$ cat config.mk
export PLATFORM = sky130hd
export DESIGN_NAME = video_out_fetch
export DESIGN_NICKNAME = d
export VERILOG_FILES = /design/src/rtl/video_out_fetch.sv
export SDC_FILE = /design/constraint.sdc
export NUM_CORES = 1
export LEC_CHECK = 0
export BUFFER_PORTS_ARGS = -buffer_cell sky130_fd_sc_hd__buf_2
export CORE_MARGIN = 3
export CORE_UTILIZATION = 35
export CTS_CLUSTER_DIAMETER = 30
export DETAILED_ROUTE_END_ITERATION = 8
export GPL_TIMING_DRIVEN = 0
export RECOVER_POWER = 50
export SLEW_MARGIN = 15
export SYNTH_ARGS = -nofsm -noshare
export SYNTH_HDL_FRONTEND = slang
export SYNTH_SLANG_ARGS = --single-unit
$ cat constraint.sdc
create_clock -name clk -period 5.8 [get_ports clk]
set_clock_uncertainty 0.1 [all_clocks]
set_input_delay 0.58 -clock clk [delete_from_list [all_inputs] [get_ports clk]]
set_output_delay 0.58 -clock clk [all_outputs]
set_load 0.01 [all_outputs]
$ cat src/rtl/video_out_fetch.sv
// Frame fetch engine: reads a frame over Wishbone in bursts and streams the words into a pixel FIFO.
// Optional VIDEO_OUT_FETCH_ERR_EN: ERR_I aborts a burst, which is retried from the faulting word.
module video_out_fetch #(
   parameter int unsigned FRAME_WORDS = 76800,
   parameter int unsigned BURST       = 8
) (
   input  logic        clk,
   input  logic        rst,
   input  logic [31:0] wb_reg_data,
   input  logic [31:0] wb_reg_ctr,
   input  logic [7:0]  fifo_free,
   output logic        fifo_wr,
   output logic [31:0] fifo_data,
   output logic        interrupt,
   output logic        p_wb_STB_O,
   output logic        p_wb_CYC_O,
   output logic        p_wb_LOCK_O,
   output logic [3:0]  p_wb_SEL_O,
   output logic        p_wb_WE_O,
   output logic [31:0] p_wb_ADR_O,
   input  logic [31:0] p_wb_DAT_I,
   input  logic        p_wb_ACK_I,
   input  logic        p_wb_ERR_I
);

   localparam int unsigned RemW  = ($clog2(FRAME_WORDS + 1) > 17) ? $clog2(FRAME_WORDS + 1) : 17;
   localparam int unsigned BeatW = $clog2(BURST + 1);

   typedef enum logic [1:0] {StIdle, StWaitSpace, StBurst, StEndFrame} state_e;

   state_e           state_q;
   logic [31:0]      base_q;
   logic [31:0]      addr_q;
   logic [RemW-1:0]  remaining_q;
   logic [BeatW-1:0] beats_q;

   logic             run;
   logic             space_ok;
   logic             start_frame;
   logic             err_abort;
   logic [BeatW-1:0] burst_len;

   assign run       = wb_reg_ctr[0];
   assign space_ok  = 32'(fifo_free) >= BURST;
   assign burst_len = (32'(remaining_q) < BURST) ? remaining_q[BeatW-1:0] : BeatW'(BURST);

   // A new frame starts from IDLE or straight out of END_FRAME while run is held.
   assign start_frame = run && ((state_q == StIdle) || (state_q == StEndFrame));

`ifdef VIDEO_OUT_FETCH_ERR_EN
   assign err_abort = p_wb_ERR_I;
`else
   assign err_abort = 1'b0;
   logic unused_err;
   assign unused_err = p_wb_ERR_I;
`endif

   // The base register only records where the current frame began.
   logic unused_sigs;
   assign unused_sigs = ^{wb_reg_ctr[31:1], base_q};

   always_ff @(posedge clk or posedge rst) begin
      if (rst) begin
         state_q     <= StIdle;
         base_q      <= 32'd0;
         addr_q      <= 32'd0;
         remaining_q <= '0;
         beats_q     <= '0;
         fifo_wr     <= 1'b0;
         fifo_data   <= 32'd0;
         interrupt   <= 1'b0;
         p_wb_CYC_O  <= 1'b0;
         p_wb_STB_O  <= 1'b0;
         p_wb_LOCK_O <= 1'b0;
         p_wb_SEL_O  <= 4'h0;
         p_wb_WE_O   <= 1'b0;
         p_wb_ADR_O  <= 32'd0;
      end else begin
         fifo_wr   <= 1'b0;
         interrupt <= 1'b0;

         if (start_frame) begin
            base_q      <= wb_reg_data;
            addr_q      <= wb_reg_data;
            remaining_q <= RemW'(FRAME_WORDS);
         end

         unique case (state_q)
            StIdle, StEndFrame: begin
               state_q <= run ? StWaitSpace : StIdle;
            end

            StWaitSpace: begin
               if (!run) begin
                  state_q <= StIdle;
               end else if (space_ok) begin
                  state_q     <= StBurst;
                  beats_q     <= burst_len;
                  p_wb_CYC_O  <= 1'b1;
                  p_wb_STB_O  <= 1'b1;
                  p_wb_LOCK_O <= 1'b1;
                  p_wb_SEL_O  <= 4'hF;
                  p_wb_ADR_O  <= addr_q;
               end
            end

            StBurst: begin
               if (err_abort) begin
                  // Unacknowledged word stays pending; address and count are untouched.
                  state_q     <= StWaitSpace;
                  p_wb_CYC_O  <= 1'b0;
                  p_wb_STB_O  <= 1'b0;
                  p_wb_LOCK_O <= 1'b0;
                  p_wb_SEL_O  <= 4'h0;
               end else if (p_wb_ACK_I) begin
                  fifo_wr     <= 1'b1;
                  fifo_data   <= p_wb_DAT_I;
                  addr_q      <= addr_q + 32'd4;
                  p_wb_ADR_O  <= addr_q + 32'd4;
                  remaining_q <= remaining_q - RemW'(1);
                  beats_q     <= beats_q - BeatW'(1);
                  if (beats_q == BeatW'(1)) begin
                     p_wb_CYC_O  <= 1'b0;
                     p_wb_STB_O  <= 1'b0;
                     p_wb_LOCK_O <= 1'b0;
                     p_wb_SEL_O  <= 4'h0;
                     if (remaining_q == RemW'(1)) begin
                        state_q   <= StEndFrame;
                        interrupt <= 1'b1;
                     end else begin
                        state_q <= run ? StWaitSpace : StIdle;
                     end
                  end
               end
            end

            default: state_q <= StIdle;
         endcase
      end
   end

endmodule

; ---- Word level (Yosys, flattened, before mapping)
; Cells that the tools add are included.
[totals]
wordCells = 72
reg_bits = 126
output_inout_bits = 74
[classes]
n_eq_ne = 10
n_mux = 38
n_lt_le_gt_ge = 2
add_sub_neg = 3
n_reduce_logical = 9
[op_table]
columns = cell, count
row1 = two-way mux 32 bit, 6
row2 = case mux 32 bit (2 select lines), 1
row3 = two-way mux 17 bit, 3
row4 = adder 32 x 3 -> 32 bit (second input constant), 1
row5 = two-way mux 4 bit, 8
row6 = == test 17 x 1 -> 1 bit (second input constant), 1
row7 = less-than comparator 17 x 4 -> 1 bit (second input constant), 1
row8 = subtractor 17 x 1 -> 17 bit (second input constant), 1
row9 = case mux 4 bit (2 select lines), 2
row10 = two-way mux 1 bit, 11
row11 = two-way mux 2 bit, 5
row12 = >= comparator 8 x 4 -> 1 bit (second input constant), 1
row13 = != test 2 bit (second input constant), 4
row14 = case mux 2 bit (3 select lines), 1
row15 = AND reduction 5 bit, 1
row16 = == test 2 bit (second input constant), 2
row17 = == test 4 x 1 -> 1 bit (second input constant), 1
row18 = AND reduction 4 bit, 1
row19 = subtractor 4 x 1 -> 4 bit (second input constant), 1
row20 = != test 3 bit (second input constant), 1
row21 = AND reduction 3 bit, 1
row22 = == test 2 x 1 -> 1 bit (second input constant), 1
row23 = logical NOT 2 bit, 1
row24 = case mux 1 bit (2 select lines), 1
row25 = other kinds (5), 5

; ---- Longest topological paths before layout
[depth]
ltp_word = 6
mapped_depth = 10
depth_no_buf = 8

; ---- Least setup slack after synthesis
; No wires, ideal clock.
[synth_timing]
path_kind = input-to-reg
from = in wb_reg_ctr[0]
to = reg beats_q[0]
arrival_ns = 1.952
setup_time_ns = 0.137
path_buffers = 3
path_slack_ns = 3.611
stages = 6
required_ns = 5.563
cell_sequence = clkbuf_1 > inv_1 > a221oi_1 > buf_2 > buf_1 > a21oi_1
[synth_between]
elab_chain_len = 2
[synth_rtl]
columns = item, line
row1 = "start, declared", 10  ; input logic [31:0] wb_reg_ctr,
row2 = != test 2 bit (no line), -
row3 = AND reduction 4 bit (no line), -
row4 = "end signal, assigned", 98  ; beats_q <= burst_len;
row5 = "end signal, assigned", 121  ; beats_q <= beats_q - BeatW'(1);
row6 = "end, declared", 35  ; logic [BeatW-1:0] beats_q;
; Every way passes these cells.
; A chain may end at the register's enable or synchronous reset.

; ---- Final worst setup path
[layout_timing]
from = reg state_q[0]
to = reg remaining_q[5]
[layout_between]
elab_chain_len = 6
word_cells_on_any_way = 8
[layout_rtl]
columns = item, line
row1 = "start, declared", 31  ; state_e state_q;
row2 = "start signal, assigned", 64  ; state_q <= StIdle;
row3 = "start signal, assigned", 90  ; state_q <= run ? StWaitSpace : StIdle;
row4 = "start signal, assigned", 95  ; state_q <= StIdle;
row5 = == test 2 bit or logical NOT 2 bit (tied branches), 48  ; assign start_frame = run && ((state_q == StIdle) || (state_q == StEndFrame));
row6 = logical OR 1 bit, 48
row7 = logical AND 1 bit, 48
row8 = two-way mux 17 bit, 82  ; if (start_frame) begin
row9 = two-way mux 17 bit, 115  ; end else if (p_wb_ACK_I) begin
row10 = two-way mux 17 bit (*), 88  ; unique case (state_q)
row11 = "end signal, assigned", 85  ; remaining_q <= RemW'(FRAME_WORDS);
row12 = "end signal, assigned", 120  ; remaining_q <= remaining_q - RemW'(1);
row13 = "end, declared", 34  ; logic [RemW-1:0] remaining_q;
; Every way passes the cells marked *; elsewhere a longest branch is shown, timed or not.

==> results.py <==
metrics = {
    "run_status": {
        "status": "finished, violations left",
        "violations": "capacitance limit, slew limit",
    },
    "routing": {
        "drtIter0Drc": 315,
        "post_drt_wl_per_cell_um": 16.9,
        "vias": 5715,
        "vias_per_cell": 5.26,
        "routed_wl_um": 18300,
        "drt_first_pass_iters": 6,
        "drc_errors": 0,
        "final_antenna_net_count": 0,
    },
    "logic_synthesis": {
        "ys_seq_area_share_pct": 49.6,
        "ys_warn_count": 1,
        "ys_seq_elements": 122,
        "synth_xor_area_share_pct": 3.98,
        "synthSimpleGateAreaFrac_pct": 23.6,
        "syn_inst": 692,
        "async_flop_share_pct": 100,
        "syn_area_sq_um": 6160,
        "synth_area_leaders": "dfrtp_1 50%, nand2_1 8.5%, nor2_1 4.3%, a21oi_1 3.9%, xor2_1 3.1%",
        "synth_area_per_cell_sq_um": 8.90,
        "synth_cell_types": 60,
        "synth_top_family_by_area": "simple AND/OR/NAND/NOR gates",
        "synth_compound_area_share_pct": 15.2,
        "yosysMostFrequentCell": "nand2_1",
        "synth_top_area_share_pct": 49.6,
        "synth_common_cells": "140 x nand2_1, 122 x dfrtp_1, 70 x nor2_1",
        "yosys.area.top_type": "dfrtp_1",
        "synth_ff_type": "dfrtp_1",
        "synth_fp_nets": 807,
        "synth_edf_count": 0,
        "synthMuxAreaShare_pct": 1.34,
        "synth_fa_ha_area_share_pct": 1.42,
    },
    "timing": {
        "fin_setup_tns_ns": 0,
        "timing.hold.ws_ns": 0.251,
        "finalCritPeriodShare_pct": 53.7,
        "hold_viol_final": 0,
        "setup_viol": 0,
        "worst_slew_pin_slew_ns": 2.69,
        "period_needed_ns": 3.12,
        "clock.fmax_ghz": 0.321,
        "max_slew_margin_pct": -80.0,
        "rsz0062_at_grt": "no",
        "final-max-slew-violation-count": 59,
    },
    "floorplan": {
        "ios": 182,
        "die_h_um": 139,
        "core_area_sq_um": 16900,
        "die_area_sq_um": 19200,
        "std_cell_rows": 47,
        "initial_core_util_pct": 36.5,
        "die_w_um": 139,
    },
    "worst_setup_path": {
        "critPathTopFamily": "buffers and inverters",
        "crit_type": "flop to flop",
        "regToRegSetupSlack_ns": 2.68,
        "worstSetupEndpointType": "flop",
        "reg2reg_from": "state_q[0]$_DFFE_PP0P_",
        "critPathMaxFanout": 10,
        "required_ns": 6.04,
        "cp.arrival_ns": 3.36,
        "max_stage_delay_ns": 0.67,
        "cp_slowest_cell": "a21oi_1",
        "crit_buf_inv": 4,
        "startpoint_type": "flop",
        "rr_worst_depth": 9,
        "timing.rr.end": "remaining_q[5]$_DFF_PP0_",
        "cp_cell_sequence": "inv_1 -> ha_1 -> buf_6 -> nand2_1 -> clkinv_1 -> a21oi_1 -> clkbuf_1 -> o21ai_0 -> nand2_1",
        "path_common_cell": "nand2_1",
    },
    "global_route": {
        "grt_pass1_wl_um": 30000,
        "overflow": 0,
        "antenna_found_initial": 2,
        "grt_start_max_net_pins": 65,
        "first_global_vias": 5636,
        "grt_use_total_pct": 19.2,
    },
    "hold_path": {
        "min_to": "fifo_data[3]$_DFFE_PP0P_",
        "hp-class": "input pin to flop",
        "hold_start": "p_wb_DAT_I[3]",
        "whs_path_depth": 3,
    },
    "clock_network": {
        "post_cts_buffers": 0,
        "htree_levels": 4,
        "clk_latency_ns": 0.42,
        "clock-sinks": 122,
        "clock_path_buffers": 2,
        "cts_root_buf": "clkbuf_16",
        "postCtsHoldBufs": 0,
        "numCtsBuffers": 17,
        "cts_tree": "yes",
        "clk_pin_slew_ns": 0.05,
        "cts_resized": 0,
    },
    "power": {
        "powerDensity_nw_per_um2": 529,
        "leakage_nw": 3.40,
        "vdd_drop_max_mv": 0.302,
    },
    "cells_and_area": {
        "regArea_sq_um": 3050,
        "area_growth_syn_to_layout_pct": 25.7,
        "multi_input_area_sq_um": 2810,
        "fillCellCount": 1675,
        "drive_gt1_share_pct": 19.3,
        "nets": 971,
        "antenna_cells": 0,
    },
    "run": {
        "maxCapViolations": 1,
    },
    "placement": {
        "hpwl_um": 12900,
        "gp_congestion": 0.841,
        "numPortBuffers": 144,
    },
}
==> metrics by stage <==
stage / power [W] / util (%) / area (sq um) / setup WS [ns] / cells
5_1_grt: 0.00441 / 45.9 / 7740 / 2.55 / 1086
3_3_place_gp: 0.00302 / 42.4 / 7150 / 0.229 / 1056
2_1_floorplan: 0.00246 / - / 6160 / 1.88 / 692
6_report: 0.00410 / 45.9 / 7740 / 2.68 / 1086
3_5_place_dp: 0.00303 / 42.6 / 7180 / 2.74 / 1057
4_1_cts: 0.00415 / 46.1 / 7790 / 2.73 / 1086
==> sequential cells by signal (all words and copies together) (netlist names) <==
| signal | flops |
|---|---|
| addr_q | 32 |
| fifo_data | 32 |
| p_wb_ADR_O | 32 |
| remaining_q | 17 |
| beats_q | 4 |
| state_q | 2 |
| fifo_wr | 1 |
| interrupt | 1 |
| p_wb_SEL_O | 1 |
==> per-layer routing <==
layer	vias up	track usage, %	part of all wire (%)
li1	2751	-	-
met1	2704	25.7	45
met2	237	30.2	45
met3	19	6.45	8.3
met4	4	5.20	1.0
met5	-	0	0.14
==> tightest hold or removal path: cells and delay by family <==
kind	cells	cell delay, ns
buf+inv	1	0.07
simple gates	2	0.08
==> layout by cell type, fill, tap and decap left out, types with 3 or more instances in the layout <==
cell / Yosys / final
ha_1: 7 / 7
and2_1: 6 / 6
and3_1: 8 / 8
inv_1: 13 / 12
a22oi_1: 5 / 5
a311oi_1: 3 / 3
nand3_1: 26 / 26
bufinv_16: 0 / 4
o31ai_1: 3 / 3
clkbuf_16: 0 / 17
a211oi_1: 13 / 13
o221a_2: 4 / 4
buf_4: 8 / 8
nand2_1: 140 / 140
o22ai_1: 6 / 6
buf_1: 7 / 7
dfrtp_1: 122 / 122
o41ai_1: 3 / 3
buf_2: 5 / 113
xnor2_1: 6 / 6
and4_1: 4 / 4
a22o_1: 3 / 3
a31oi_1: 7 / 7
a21oi_1: 48 / 48
clkinv_2: 0 / 4
o21ai_0: 32 / 32
nor3_1: 16 / 16
mux2i_1: 6 / 6
o21a_1: 4 / 4
nand4_1: 17 / 17
xor2_1: 22 / 22
or3_1: 3 / 3
nor2_1: 70 / 70
nor4_1: 9 / 9
clkbuf_1: 29 / 66
==> area by class of cell <==
cell class	instances	share of cell area [%]
repair buffers	145	9.09
plain buffers	51	3.14
clock buffers	20	5.90
flip-flops and latches	122	39.4
inverters	14	0.695
multi-input cells	505	36.3
well taps	220	3.56
clock inverters	9	1.91
==> logic make-up after synthesis <==
group	count (synthesis)
flip-flops	122
XOR/XNOR	28
other	1
AND/OR/NAND/NOR	314
multiplexers	8
AO/OA/AOI/OAI	147
adder cells (fa/ha/maj)	7
buffers and inverters	65
==> worst max path at each step <==
stage,start,to,slack (ns),depth (start not counted)
finish,state_q[0]$_DFFE_PP0P_,remaining_q[5]$_DFF_PP0_,2.68,9
global route,state_q[0]$_DFFE_PP0P_,remaining_q[5]$_DFF_PP0_,2.55,9
CTS,state_q[0]$_DFFE_PP0P_,remaining_q[7]$_DFF_PP0_,2.73,9
detailed placement,state_q[0]$_DFFE_PP0P_,addr_q[25]$_DFF_PP0_,2.74,10
global placement,rst,p_wb_ADR_O[17]$_DFFE_PP0P_,0.23,2
floorplan,rst,addr_q[0]$_DFFE_PP0N_,1.88,1
==> power by group <==
| part | leakage [nW] | switching (W) | internal, W |
|---|---|---|---|
| combinational | 1.65 | 0.000978 | 0.000553 |
| sequential | 1.45 | 0.000266 | 0.00121 |
| clock | 0.297 | 0.000362 | 0.000730 |
Power figures use the tool's default switching activity.
